==> src/rtl/manchester_unescape_if.sv <==
// Byte-wide AXI-Stream bundle used on both sides of the unescaper.
interface manchester_unescape_if #(
  parameter int unsigned DATA_WIDTH = 8
);
  logic [DATA_WIDTH-1:0] tdata;
  logic                  tvalid;
  logic                  tready;
  logic                  tlast;

  modport master (output tdata, output tvalid, output tlast, input  tready);
  modport slave  (input  tdata, input  tvalid, input  tlast, output tready);
endinterface

==> src/rtl/manchester_unescape.sv <==
// Receive-side unescaper: strips ESCAPE_SYMBOL prefixes, restores the literal
// byte that follows, flags protocol violations and counts escape pairs.
module manchester_unescape #(
  parameter int unsigned           DATA_WIDTH     = 8,
  parameter logic [DATA_WIDTH-1:0] ESCAPED_SYMBOL = 8'hD5,
  parameter logic [DATA_WIDTH-1:0] ESCAPE_SYMBOL  = 8'hE5,
  parameter int unsigned           CNT_WIDTH      = 16
) (
  input  logic                 aclk,
  input  logic                 areset,
  manchester_unescape_if.slave  s_axis,
  manchester_unescape_if.master m_axis,
  output logic                 err_bad_escape,
  output logic                 err_dangling,
  output logic [CNT_WIDTH-1:0] stat_escape_count
);

  typedef enum logic {
    ST_DATA,
    ST_ESC
  } state_t;

  state_t                state_q, state_d;
  logic [DATA_WIDTH-1:0] out_data_q, out_data_d;
  logic                  out_last_q, out_last_d;
  logic                  out_valid_q, out_valid_d;
  logic                  err_bad_q, err_bad_d;
  logic                  err_dang_q, err_dang_d;
  logic [CNT_WIDTH-1:0]  count_q, count_d;

  logic s_ready;
  logic accept;

  assign s_ready = !out_valid_q || m_axis.tready;
  assign accept  = s_axis.tvalid && s_ready;

  // Next-state, output register load, error pulses and escape counting.
  always_comb begin
    state_d     = state_q;
    out_data_d  = out_data_q;
    out_last_d  = out_last_q;
    out_valid_d = out_valid_q;
    err_bad_d   = 1'b0;
    err_dang_d  = 1'b0;
    count_d     = count_q;

    if (out_valid_q && m_axis.tready) begin
      out_valid_d = 1'b0;
    end

    if (accept) begin
      unique case (state_q)
        ST_DATA: begin
          if (s_axis.tdata == ESCAPE_SYMBOL) begin
            if (s_axis.tlast) begin
              err_dang_d = 1'b1;
            end else begin
              state_d = ST_ESC;
            end
          end else begin
            out_valid_d = 1'b1;
            out_data_d  = s_axis.tdata;
            out_last_d  = s_axis.tlast;
          end
        end
        ST_ESC: begin
          out_valid_d = 1'b1;
          out_data_d  = s_axis.tdata;
          out_last_d  = s_axis.tlast;
          state_d     = ST_DATA;
          if ((s_axis.tdata == ESCAPED_SYMBOL) || (s_axis.tdata == ESCAPE_SYMBOL)) begin
            count_d = count_q + CNT_WIDTH'(1);
          end else begin
            err_bad_d = 1'b1;
          end
        end
        default: state_d = ST_DATA;
      endcase
    end
  end

  // State and output registers with synchronous reset.
  always_ff @(posedge aclk) begin
    if (areset) begin
      state_q     <= ST_DATA;
      out_data_q  <= '0;
      out_last_q  <= 1'b0;
      out_valid_q <= 1'b0;
      err_bad_q   <= 1'b0;
      err_dang_q  <= 1'b0;
      count_q     <= '0;
    end else begin
      state_q     <= state_d;
      out_data_q  <= out_data_d;
      out_last_q  <= out_last_d;
      out_valid_q <= out_valid_d;
      err_bad_q   <= err_bad_d;
      err_dang_q  <= err_dang_d;
      count_q     <= count_d;
    end
  end

  assign s_axis.tready     = s_ready;
  assign m_axis.tdata      = out_data_q;
  assign m_axis.tlast      = out_last_q;
  assign m_axis.tvalid     = out_valid_q;
  assign err_bad_escape    = err_bad_q;
  assign err_dangling      = err_dang_q;
  assign stat_escape_count = count_q;

endmodule
==> src/flat_wrapper.sv <==
// flat-port wrapper written by rule: the top's interface ports become plain ports
module manchester_unescape_flat 
#(
  parameter int unsigned           DATA_WIDTH     = 8,
  parameter logic [DATA_WIDTH-1:0] ESCAPED_SYMBOL = 8'hD5,
  parameter logic [DATA_WIDTH-1:0] ESCAPE_SYMBOL  = 8'hE5,
  parameter int unsigned           CNT_WIDTH      = 16
)
  (aclk, areset, err_bad_escape, err_dangling, stat_escape_count, s_axis_tdata, s_axis_tvalid, s_axis_tlast, s_axis_tready, m_axis_tdata, m_axis_tvalid, m_axis_tlast, m_axis_tready);
  manchester_unescape_if #(.DATA_WIDTH(DATA_WIDTH)) s_axis_i ();
  manchester_unescape_if #(.DATA_WIDTH(DATA_WIDTH)) m_axis_i ();
  input  logic aclk;
  input  logic areset;
  output logic err_bad_escape;
  output logic err_dangling;
  output logic [CNT_WIDTH-1:0] stat_escape_count;
  input wire logic [$bits(s_axis_i.tdata)-1:0] s_axis_tdata;
  input wire logic [$bits(s_axis_i.tvalid)-1:0] s_axis_tvalid;
  input wire logic [$bits(s_axis_i.tlast)-1:0] s_axis_tlast;
  output wire logic [$bits(s_axis_i.tready)-1:0] s_axis_tready;
  output wire logic [$bits(m_axis_i.tdata)-1:0] m_axis_tdata;
  output wire logic [$bits(m_axis_i.tvalid)-1:0] m_axis_tvalid;
  output wire logic [$bits(m_axis_i.tlast)-1:0] m_axis_tlast;
  input wire logic [$bits(m_axis_i.tready)-1:0] m_axis_tready;
  assign s_axis_i.tdata = s_axis_tdata;
  assign s_axis_i.tvalid = s_axis_tvalid;
  assign s_axis_i.tlast = s_axis_tlast;
  assign s_axis_tready = s_axis_i.tready;
  assign m_axis_tdata = m_axis_i.tdata;
  assign m_axis_tvalid = m_axis_i.tvalid;
  assign m_axis_tlast = m_axis_i.tlast;
  assign m_axis_i.tready = m_axis_tready;
  manchester_unescape #(.DATA_WIDTH(DATA_WIDTH), .ESCAPED_SYMBOL(ESCAPED_SYMBOL), .ESCAPE_SYMBOL(ESCAPE_SYMBOL), .CNT_WIDTH(CNT_WIDTH)) u_core (.aclk(aclk), .areset(areset), .s_axis(s_axis_i), .m_axis(m_axis_i), .err_bad_escape(err_bad_escape), .err_dangling(err_dangling), .stat_escape_count(stat_escape_count));
endmodule
==> config.mk <==
export PLATFORM = sky130hd
export DESIGN_NAME = manchester_unescape_flat
export DESIGN_NICKNAME = d
export VERILOG_FILES = /design/src/rtl/manchester_unescape_if.sv /design/src/rtl/manchester_unescape.sv /design/src/flat_wrapper.sv
export SDC_FILE = /design/constraint.sdc
export NUM_CORES = 1
export LEC_CHECK = 0
export BUFFER_PORTS_ARGS = -buffer_cell sky130_fd_sc_hd__buf_2
export CORE_MARGIN = 2
export CORE_UTILIZATION = 30
export DETAILED_ROUTE_END_ITERATION = 8
export PLACE_DENSITY_LB_ADDON = 0.1
export SYNTH_ARGS = -nofsm -noshare
export SYNTH_HDL_FRONTEND = slang
export SYNTH_SLANG_ARGS = --single-unit
==> constraint.sdc <==
create_clock -name aclk -period 4.6 [get_ports aclk]
set_input_delay 0.23 -clock aclk [delete_from_list [all_inputs] [get_ports aclk]]
set_output_delay 0.23 -clock aclk [all_outputs]
set_load 0.05 [all_outputs]
==> results by group <==
Run status
  – Outcome: finished clean

Clock tree
  – Clk_lat worst skew: 0.28 ns
  – H-Tree Depth: 2
  – Setup repair bufs after CTS: 0
  – Maximum buffer depth of the clock tree: 2
  – Num Clock Sinks: 29
  – CTS resizes: 0
  – Clock-pin slew on the worst setup and hold paths: 0.06 ns
  – Hold buffers post-CTS: 0
  – Cts bufs inserted: 5
  – CTS tree: built
  – CTS Root Cell: clkbuf_8

Worst setup path
  – Type of element capturing the critical path: register
  – Critical Path Start Type: register
  – Setup CP Type: register to register
  – Reg2reg start: u_core.stat_escape_count[3]
  – CP arrival: 2.18 ns
  – R2R Setup Slk: 2.63 ns
  – Worst-path fanout max: 14
  – Critical R2R Capture: u_core.stat_escape_count[13]
  – Worst R2R Path Depth: 4
  – Data required, critical path: 4.81 ns

Synth
  – Xor/xnor cell area share of the yosys netlist: 0.645%
  – Multiplexer share of the synthesized area: 5.99%
  – Compound-Gate Fraction of Synth Area: 16.9%
  – Syn. warnings: 0
  – Synth unique cells: 36
  – Synth Register Bits: 29
  – Mapped Nets: 172
  – Largest family of logic cells by synthesized area: simple AND/OR/NAND/NOR gates
  – Post-Synth Simple-Gate Area: 28.7%
  – Seq/Total Area, Yosys: 42.7%
  – Syn Inst Count: 158
  – Synth Area per Inst: 8.60 µm²
  – Adder-cell share of the synthesized area: 0.921%
  – Post-Syn Area: 0.00136 mm²

Floorplan
  – Die area: 0.00508 mm²
  – Chip width: 71.3 µm
  – Initial Util: 31.2%
  – Row cnt: 24
  – Die height: 71.3 µm
  – Core area: 0.00435 mm²
  – I/O pin count: 42

Timing
  – Final min period: 1.97 ns
  – Sum of negative setup slack: 0 ns
  – Final setup vio count: 0
  – Highest clock rate: 509 MHz
  – Final Cycle Share: 42.7%
  – Worst relative slew slack: 61.1%
  – Max-slew violation count: 0
  – Slew @ Worst Pin: 0.583 ns
  – Fin. Hold Viols: 0
  – RSZ-0062 raised after global routing: false
  – Worst clock skew: 0.00169 ns

Worst hold path
  – HP Class: input port to register
  – Hold path endpoint: u_core.m_axis.tdata[3]
  – Min-Delay Path Depth: 3
  – Hold Startpoint: s_axis_tdata[3]

Drt
  – Drt drc: 0
  – Remaining antenna violation count: 0
  – DRT Wirelength: 3.37 mm
  – Routed length per instance: 13.5 µm
  – DR vias: 1,306
  – Initial DRC count: 74
  – Drt pass-1 iters: 4
  – Drt via density: 5.24

Pwr
  – Final Power: 0.595 mW
  – Maximum VDD drop: 0.000122 V
  – Leakage power: 0.686 nW
  – Power per Cell Area: 350 mW/mm²

GRT
  – Antenna violations before repair: 0
  – Total grt overflow: 0
  – Pin count of the biggest net entering global routing: 32
  – First-pass GRT wire length: 5.75 mm
  – GRT Util Overall: 14.2%
  – Vias in the first global route: 1,229

Cells and area
  – Commonest cells after routing, fill and taps aside: buf_2, dfxtp_1, nand2_1
  – Fill cells: 447
  – Net count, final: 210
  – Layout cells sized above 1: 26.4%
  – Diode count: 0
  – Footprint of the multi-input gates: 722 µm²
  – Area Overhead vs Synth: 25.1%
  – Commonest non-fill, non-tap cell in the layout: buf_2
  – Register area: 581 µm²

Place
  – I/O Buffers: 41
  – Detailed placer's ending HPWL: 2.43 mm
  – RD Place Congestion: 0.755

Job
  – Max-Cap Viols: 0
through the flow:
step | hold slack (ns) | area, µm² | cells | worst slack (ns) | util [%]
5_1_grt | 0.205 | 1700 | 249 | 2.44 | 39.1
3_3_place_gp | 0.440 | 1580 | 241 | 2.64 | 36.4
6_report | 0.203 | 1700 | 249 | 2.63 | 39.1
3_5_place_dp | 0.446 | 1580 | 241 | 2.65 | 36.4
2_1_floorplan | 0.371 | 1360 | 158 | 2.40 | -
4_1_cts | 0.193 | 1700 | 249 | 2.63 | 39.1
final cells by class:
type	instances	share of cell area, %
clock buffers	7	5.08
multi-input cells	116	42.5
repair buffers	41	12.1
clock inverters	1	1.77
well taps	52	3.83
inverters	3	0.662
flip-flops and latches	29	34.1
per-layer routing:
layer / GRT usage, % / routed length [µm] / vias up
met4: 5.03 / 55 / 0
met5: 0 / 0 / -
li1: - / - / 663
met1: 17.5 / 1540 / 611
met2: 23.6 / 1610 / 27
met3: 4.36 / 168 / 5
worst max-delay path by stage:
stage / startpoint / end / slack, ns
after floorplan: u_core.m_axis.tvalid / u_core.stat_escape_count[15] / 2.40
after global placement: s_axis_tdata[1] / u_core.stat_escape_count[15] / 2.64
after detailed placement: s_axis_tdata[1] / u_core.stat_escape_count[15] / 2.65
after CTS: u_core.stat_escape_count[3] / u_core.stat_escape_count[13] / 2.63
after global routing: u_core.stat_escape_count[3] / u_core.stat_escape_count[11] / 2.44
final: u_core.stat_escape_count[3] / u_core.stat_escape_count[13] / 2.63
synthesized netlist by cell type:
cell type  instances  share of area, %
xnor2_1            1              0.64
nor2_1             2              0.55
nor2b_1            2              0.92
nor3b_1            2               1.1
nand4b_1           1              0.64
a211oi_1           1              0.55
o21a_1             1              0.55
dfxtp_1           29                43
o221a_2            1              0.83
o21ai_0            4               1.5
nand3_1            7               2.6
and2_1             1              0.46
or3_1              3               1.4
nand2_1           24               6.6
nand4_1            5               2.3
or4_1             11               6.1
mux2_1             1              0.83
buf_1              2              0.55
and4_1             2               1.3
and3_1             3               1.4
clkinv_1           1              0.28
nor3_1             2              0.74
inv_1              2              0.55
ha_1               1              0.92
o31a_1             1              0.64
mux2i_1            7               5.2
a21oi_2            1              0.64
nor4_1             2              0.92
nand2b_1           1              0.46
buf_6              1              0.83
a21oi_1           15               5.5
a21o_1             1              0.55
or2_2              1              0.46
clkbuf_1           7               1.9
o31ai_1           11               6.1
or3_4              1              0.83
where the power goes:
part / total (mW) / internal, mW / switching (mW) / leakage (nW)
Combinational: 0.0605 / 0.0164 / 0.0440 / 0.392
Clock: 0.274 / 0.176 / 0.0974 / 0.0585
Sequential: 0.261 / 0.258 / 0.00319 / 0.236
Total: 0.595 / 0.451 / 0.145 / 0.686
critical path, stage by stage, from the launching register on:
cell     delay [ns]
dfxtp_1        0.41
and4_1         0.27
nand4_1        0.44
or4_1          0.63
a21oi_1        0.15
cells by family after synthesis:
kind of cell,Yosys count
and+or+nand+nor,70
AOI/OAI and AO/OA,36
DFF,29
buffers and inverters,13
muxes,8
xor gates and xnor gates,1
adders and majority gates,1
flip-flops by register name (all words and copies together) (netlist names):
register / count
u_core.m_axis.tlast: 1
u_core.state_q: 1
u_core.err_bad_escape: 1
u_core.m_axis.tvalid: 1
u_core.stat_escape_count: 16
u_core.m_axis.tdata: 8
u_core.err_dangling: 1
Power figures use the tool's default switching activity.
